## src/rtl/rv_core_pkg.sv

```systemverilog
// Shared core definitions: data width, PC step, fetch FSM states.
// Used by instr_fetch_buffer and fetch_fifo.
package rv_core_pkg;

   localparam int XLEN = 32;
   localparam logic [XLEN-1:0] PC_INC = 32'd4;

   typedef enum logic {
      FETCH = 1'b0,
      FLUSH = 1'b1
   } fetch_state_e;

   typedef struct packed {
      logic [XLEN-1:0] data;
      logic [XLEN-1:0] pc;
   } fetch_entry_t;

   function automatic logic [XLEN-1:0] word_align(input logic [XLEN-1:0] a);
      return a & ~(PC_INC - 32'd1);
   endfunction

endpackage

```

## src/rtl/fetch_fifo.sv

```systemverilog
// Prefetch buffer: DEPTH x 64-bit ring with count-based full/empty.
// Push at full is accepted only together with a pop; clear wins over all.
module fetch_fifo
   import rv_core_pkg::*;
#(
   parameter int DEPTH = 4,
   localparam int AW = $clog2(DEPTH),
   localparam int CW = AW + 1
) (
   input  logic          clk,
   input  logic          rst,
   input  logic          clear,
   input  logic          push,
   input  logic [63:0]   push_data,
   input  logic          pop,
   output logic [63:0]   head,
   output logic [CW-1:0] count,
   output logic          empty
);

   logic [63:0]   mem [DEPTH];
   logic [AW-1:0] rd_ptr;
   logic [AW-1:0] wr_ptr;
   logic          full;
   logic          do_push;
   logic          do_pop;

   assign empty   = (count == '0);
   assign full    = (count == CW'(DEPTH));
   assign do_pop  = pop && !empty;
   assign do_push = push && (!full || do_pop);
   assign head    = mem[rd_ptr];

   always_ff @(posedge clk) begin
      if (do_push) begin
         mem[wr_ptr] <= push_data;
      end
   end

   always_ff @(posedge clk) begin
      if (rst || clear) begin
         rd_ptr <= '0;
         wr_ptr <= '0;
         count  <= '0;
      end else begin
         if (do_push) begin
            wr_ptr <= wr_ptr + 1'b1;
         end
         if (do_pop) begin
            rd_ptr <= rd_ptr + 1'b1;
         end
         count <= count + CW'(do_push) - CW'(do_pop);
      end
   end

endmodule

```

## src/rtl/instr_fetch_buffer.sv

```systemverilog
// Instruction prefetch unit: credit-limited requests into a small FIFO.
// Define IFETCH_MISALIGN_CHECK_EN to add the fetch_misaligned output.
module instr_fetch_buffer
   import rv_core_pkg::*;
#(
   parameter int          DEPTH    = 4,
   parameter logic [31:0] RESET_PC = 32'h0000_0000
) (
   input  logic        clk,
   input  logic        rst,
   input  logic        redirect_valid,
   input  logic [31:0] redirect_pc,
   output logic        imem_req,
   output logic [31:0] imem_addr,
   input  logic        imem_gnt,
   input  logic        imem_rvalid,
   input  logic [31:0] imem_rdata,
   output logic        instr_valid,
   input  logic        instr_ready,
   output logic [31:0] instr_data,
   output logic [31:0] instr_pc
`ifdef IFETCH_MISALIGN_CHECK_EN
   ,
   output logic        fetch_misaligned
`endif
);

   localparam int CW = $clog2(DEPTH) + 1;

   fetch_state_e    state;
   logic [XLEN-1:0] fetch_pc;
   logic [1:0]      outstanding;
   logic [1:0]      out_next;
   logic [XLEN-1:0] rsp_pc [2];
   logic            rsp_wr;
   logic            rsp_rd;
   logic            drop_rsp;
   logic            blocked;
   logic [XLEN-1:0] target;

   logic            granted;
   logic            rsp;
   logic            push;
   logic            pop;
   logic [63:0]     head;
   logic [CW-1:0]   count;
   logic            empty;
   logic [CW:0]     inflight;
   logic            credit;

`ifdef IFETCH_MISALIGN_CHECK_EN
   logic misaligned;
   assign target           = redirect_pc;
   assign blocked          = misaligned;
   assign fetch_misaligned = misaligned;
`else
   assign target  = word_align(redirect_pc);
   assign blocked = 1'b0;
`endif

   // Free slots must cover every response still in flight.
   assign inflight = {1'b0, count} + (CW+1)'(outstanding);
   assign credit   = (inflight < (CW+1)'(DEPTH)) && (outstanding != 2'd2);

   assign imem_req  = !rst && (state == FETCH) && !redirect_valid
                    && !blocked && credit;
   assign imem_addr = fetch_pc;
   assign granted   = imem_req && imem_gnt;

   assign rsp  = imem_rvalid && !drop_rsp && (outstanding != 2'd0);
   assign push = rsp && !rst && (state == FETCH) && !redirect_valid;

   assign instr_valid = !rst && !empty && !redirect_valid;
   assign pop         = instr_valid && instr_ready;
   assign instr_data  = instr_valid ? head[63:32] : '0;
   assign instr_pc    = instr_valid ? head[31:0]  : '0;

   always_comb begin
      out_next = outstanding;
      if (granted && !rsp) begin
         out_next = outstanding + 2'd1;
      end else if (!granted && rsp) begin
         out_next = outstanding - 2'd1;
      end
   end

   fetch_fifo #(
      .DEPTH(DEPTH)
   ) u_fifo (
      .clk       (clk),
      .rst       (rst),
      .clear     (redirect_valid),
      .push      (push),
      .push_data ({imem_rdata, rsp_pc[rsp_rd]}),
      .pop       (pop),
      .head      (head),
      .count     (count),
      .empty     (empty)
   );

   always_ff @(posedge clk) begin
      if (rst) begin
         state       <= FETCH;
         fetch_pc    <= RESET_PC;
         outstanding <= 2'd0;
         rsp_pc[0]   <= '0;
         rsp_pc[1]   <= '0;
         rsp_wr      <= 1'b0;
         rsp_rd      <= 1'b0;
         drop_rsp    <= 1'b1;
`ifdef IFETCH_MISALIGN_CHECK_EN
         misaligned  <= 1'b0;
`endif
      end else begin
         drop_rsp    <= 1'b0;
         outstanding <= out_next;
         if (granted) begin
            rsp_pc[rsp_wr] <= fetch_pc;
            rsp_wr         <= ~rsp_wr;
         end
         if (rsp) begin
            rsp_rd <= ~rsp_rd;
         end
         if (redirect_valid) begin
            fetch_pc <= target;
`ifdef IFETCH_MISALIGN_CHECK_EN
            misaligned <= (redirect_pc[1:0] != 2'b00);
`endif
            if (state == FLUSH || out_next != 2'd0) begin
               state <= FLUSH;
            end else begin
               state <= FETCH;
            end
         end else begin
            if (granted) begin
               fetch_pc <= fetch_pc + PC_INC;
            end
            if (state == FLUSH && out_next == 2'd0) begin
               state <= FETCH;
            end
         end
      end
   end

endmodule

```

## config.mk

```make
export PLATFORM = sky130hd
export DESIGN_NAME = instr_fetch_buffer
export DESIGN_NICKNAME = d
export VERILOG_FILES = /design/src/rtl/rv_core_pkg.sv /design/src/rtl/fetch_fifo.sv /design/src/rtl/instr_fetch_buffer.sv
export SDC_FILE = /design/constraint.sdc
export NUM_CORES = 1
export LEC_CHECK = 0
export ABC_CLOCK_PERIOD_IN_PS = 10400
export CAP_MARGIN = 20
export CORE_ASPECT_RATIO = 0.75
export CORE_MARGIN = 5
export CORE_UTILIZATION = 41
export CTS_CLUSTER_DIAMETER = 120
export DETAILED_ROUTE_END_ITERATION = 12
export GPL_TIMING_DRIVEN = 0
export PLACE_DENSITY = 0.73
export SLEW_MARGIN = 10
export SYNTH_ARGS = -nofsm -noshare
export SYNTH_HDL_FRONTEND = slang
export SYNTH_SLANG_ARGS = --single-unit
```

## constraint.sdc

```tcl
create_clock -name clk -period 10.4 [get_ports clk]
set_input_delay 1.56 -clock clk [delete_from_list [all_inputs] [get_ports clk]]
set_output_delay 1.56 -clock clk [all_outputs]
set_load 0.05 [all_outputs]
```

==> reports/results.tsv <==
metric	value	unit
worst-r2r-cell-count	7	
yosysTopAreaCell	edfxtp_1	
leakagePower	0.005999	uW
htree_levels	2	
place_area	16970	um2
synth.top_cells.by_count	edfxtp_1, and2_1, mux4_2	
cts_made_buffers	36	
cts_root_buffer	clkbuf_16	
grt_pass1_vias	8886	
clock_latency	0.52	ns
clkTransAtPathRegs	0.06	ns
rr_startpoint	outstanding[0]	
hold_viol_final	0	
yosysSeqAreaShare	0.6945	
fmax	156.9	MHz
drtAntennaViolNets	0	
firstDrtPassIters	5	
intPower	2352	uW
synth_most_common_cell	edfxtp_1	
maxCapViolCount	0	
final.setup.tns	0	ns
hp-class	flip-flop to flip-flop	
gp_congestion	0.9275	
drtIter0Drc	647	
synth_cell_types	61	
start_util	0.4115	
clkPwrFrac	0.405	
fin_nets	1182	
relSlewSlack	0.3190	
rows	60	
worstPathRequired	8.84	ns
status	finished clean	
grtUsageTotal	0.1673	
worstSetupPathType	input port to output port	
dominantRegCellSynth	edfxtp_1	
worstPathMaxFanout	10	
skew	0.01399	ns
grt_max_degree	47	
cts_resized	0	
endpoint_kind	output port	
ys_ff_latch	354	
route.detailed.drc	0	
fin_hold_ws	0.5304	ns
power_frac_seq	0.532	
postCtsSetupBuffers	0	
switchingPower	646.2	uW
r2r_setup_slack	7.29	ns
design_area	18070	um2
wl_per_cell	20.96	um
yosysWarnings	0	
antenna_found_initial	0	
diodes	0	
finalWorstSetupSlack	4.026	ns
die_w	228.2	um
finalWirelength	33350	um
cts_hold_buf	0	
fin_crit	6.374	ns
combPwrFrac	0.063	
critPathCapture	instr_data[15]	
viasPerCell	5.370	
die_y	173.7	um
crit_chain	clkdlybuf4s50_1, or2_2, buf_2, nor2_1, buf_2, clkbuf_1, and2_1, clkdlybuf4s50_1	
rr_endpoint	rsp_pc[1][22]	
critPathMaxStageDelay	0.83	ns
dp.cells	1528	
arrival	4.81	ns
dpl_worst_slack	3.965	ns
power.ir.vdd_worst	97.32	uV
rsz0062_at_grt	no	
netlist_instances	895	
hpwl	22670	um
p_per_area	165.9	nW/um2
ios	168	
grt_pass1_wl	52360	um
syn_avg_cell_area	16.36	um2
cts_sinks	354	
final_layout_size_suffix_gt1_frac	0.1670	
grt-ovfl-total	0	
clk_path_buf_depth	3	
synthesis.area	14640	um2
cts_tree	built	
swShare	0.2155	
worst_hold_path.num_cells	2	
worstMarginPinSlew	1.012	ns
netlist.area_leader.share	0.6316	
io_buffers	161	
fin_crit_sh	0.6129	
drv_slew	0	
crit_slowest_cell	clkdlybuf4s50_1	
die-area	39630	um2
yosys-top-cells-area	edfxtp_1, mux4_2, dfxtp_1, and2_1, mux2_2	
coreArea	35580	um2
cp-start-kind	input port	
synthArstFlopShare	0	
syn_to_final_growth	23.40	%
fillers	2979	
setup_viol	0	
post_layout_nonfiller_instances	1591	
crit_path_start	redirect_valid	
vias	8544	
synth-edff-count	308	
-- cells by family after synthesis --
group | after synthesis | synth area share
flip-flops | 354 | 0.6945
AND/OR/NAND/NOR | 267 | 0.1114
multiplexers | 96 | 0.1214
AO/OA/AOI/OAI | 77 | 0.03256
buffers and inverters | 76 | 0.02213
XOR/XNOR | 13 | 0.007776
adder cells (fa/ha/maj) | 11 | 0.009912
other | 1 | 0.0002561
-- layout by cell type, fill, tap and decap left out, types with 5 or more instances in the layout --
cell type / count
clkbuf_1: 48
o21ai_0: 16
nand2_1: 34
nor3_1: 11
edfxtp_1: 308
nand4_1: 11
mux4_2: 62
and2_1: 92
nor2_1: 24
buf_2: 18
clkbuf_16: 37
dfxtp_1: 46
clkdlybuf4s50_1: 161
inv_1: 15
nand3_1: 13
ha_1: 10
mux2_2: 32
a31oi_1: 13
and4_1: 5
xor2_1: 5
a21oi_1: 23
and3_1: 37
xnor2_1: 8
-- final cells by class --
cell class | count | area, um2 | area share
flip-flops and latches | 354 | 10170 | 0.5628
plain buffers | 61 | 267.8 | 0.01482
well taps | 465 | 581.8 | 0.03220
inverters | 15 | 56.30 | 0.003116
multi-input cells | 468 | 4172 | 0.2309
repair buffers | 165 | 1722 | 0.09528
clock inverters | 13 | 125.1 | 0.006925
clock buffers | 50 | 974.7 | 0.05394
-- through the flow --
step	util	total power (uW)
after floorplan	-	1723
after global placement	0.4735	1806
after detailed placement	0.4769	1811
after CTS	0.5078	3030
after global routing	0.5078	3104
final	0.5078	2998
-- routing by layer --
| metal | vias to the layer above | wire [um] | GRT usage |
|---|---|---|---|
| met3 | 45 | 2471 | 0.04356 |
| met2 | 321 | 15210 | 0.2558 |
| met4 | 0 | 479 | 0.03804 |
| met1 | 4296 | 15190 | 0.2436 |
| li1 | 3882 | - | - |
| met5 | - | 0 | 0 |
-- how the worst min path moves through the flow --
stage,start,to,slack [ns]
2_1_floorplan,rsp_rd,flip-flop,0.48
3_3_place_gp,rsp_rd,rsp_rd,0.50
3_5_place_dp,rsp_rd,flip-flop,0.51
4_1_cts,rsp_rd,rsp_rd,0.53
5_1_grt,rsp_rd,flip-flop,0.57
6_report,rsp_rd,rsp_rd,0.53
-- registers in the layout, summed over array words and instances, names as in the netlist, 2 cells and up, named ones only --
name	flops
u_fifo.count	3
rsp_pc	60
u_fifo.wr_ptr	2
outstanding	2
u_fifo.rd_ptr	2
u_fifo.mem	248
imem_addr	30
-- power groups by stage --
stage,registers (uW),logic [uW],clock network (uW)
after detailed placement,1620,187,0
after floorplan,1640,81.2,0
after global placement,1620,182,0
final,1600,188,1210
after global routing,1600,201,1300
after CTS,1590,188,1250
-- worst max-delay path, delay by kind of cell --
family        cells  cell delay, ns
buf+inv           5            2.40
simple gates      3            0.83
Power figures use the tool's default switching activity.
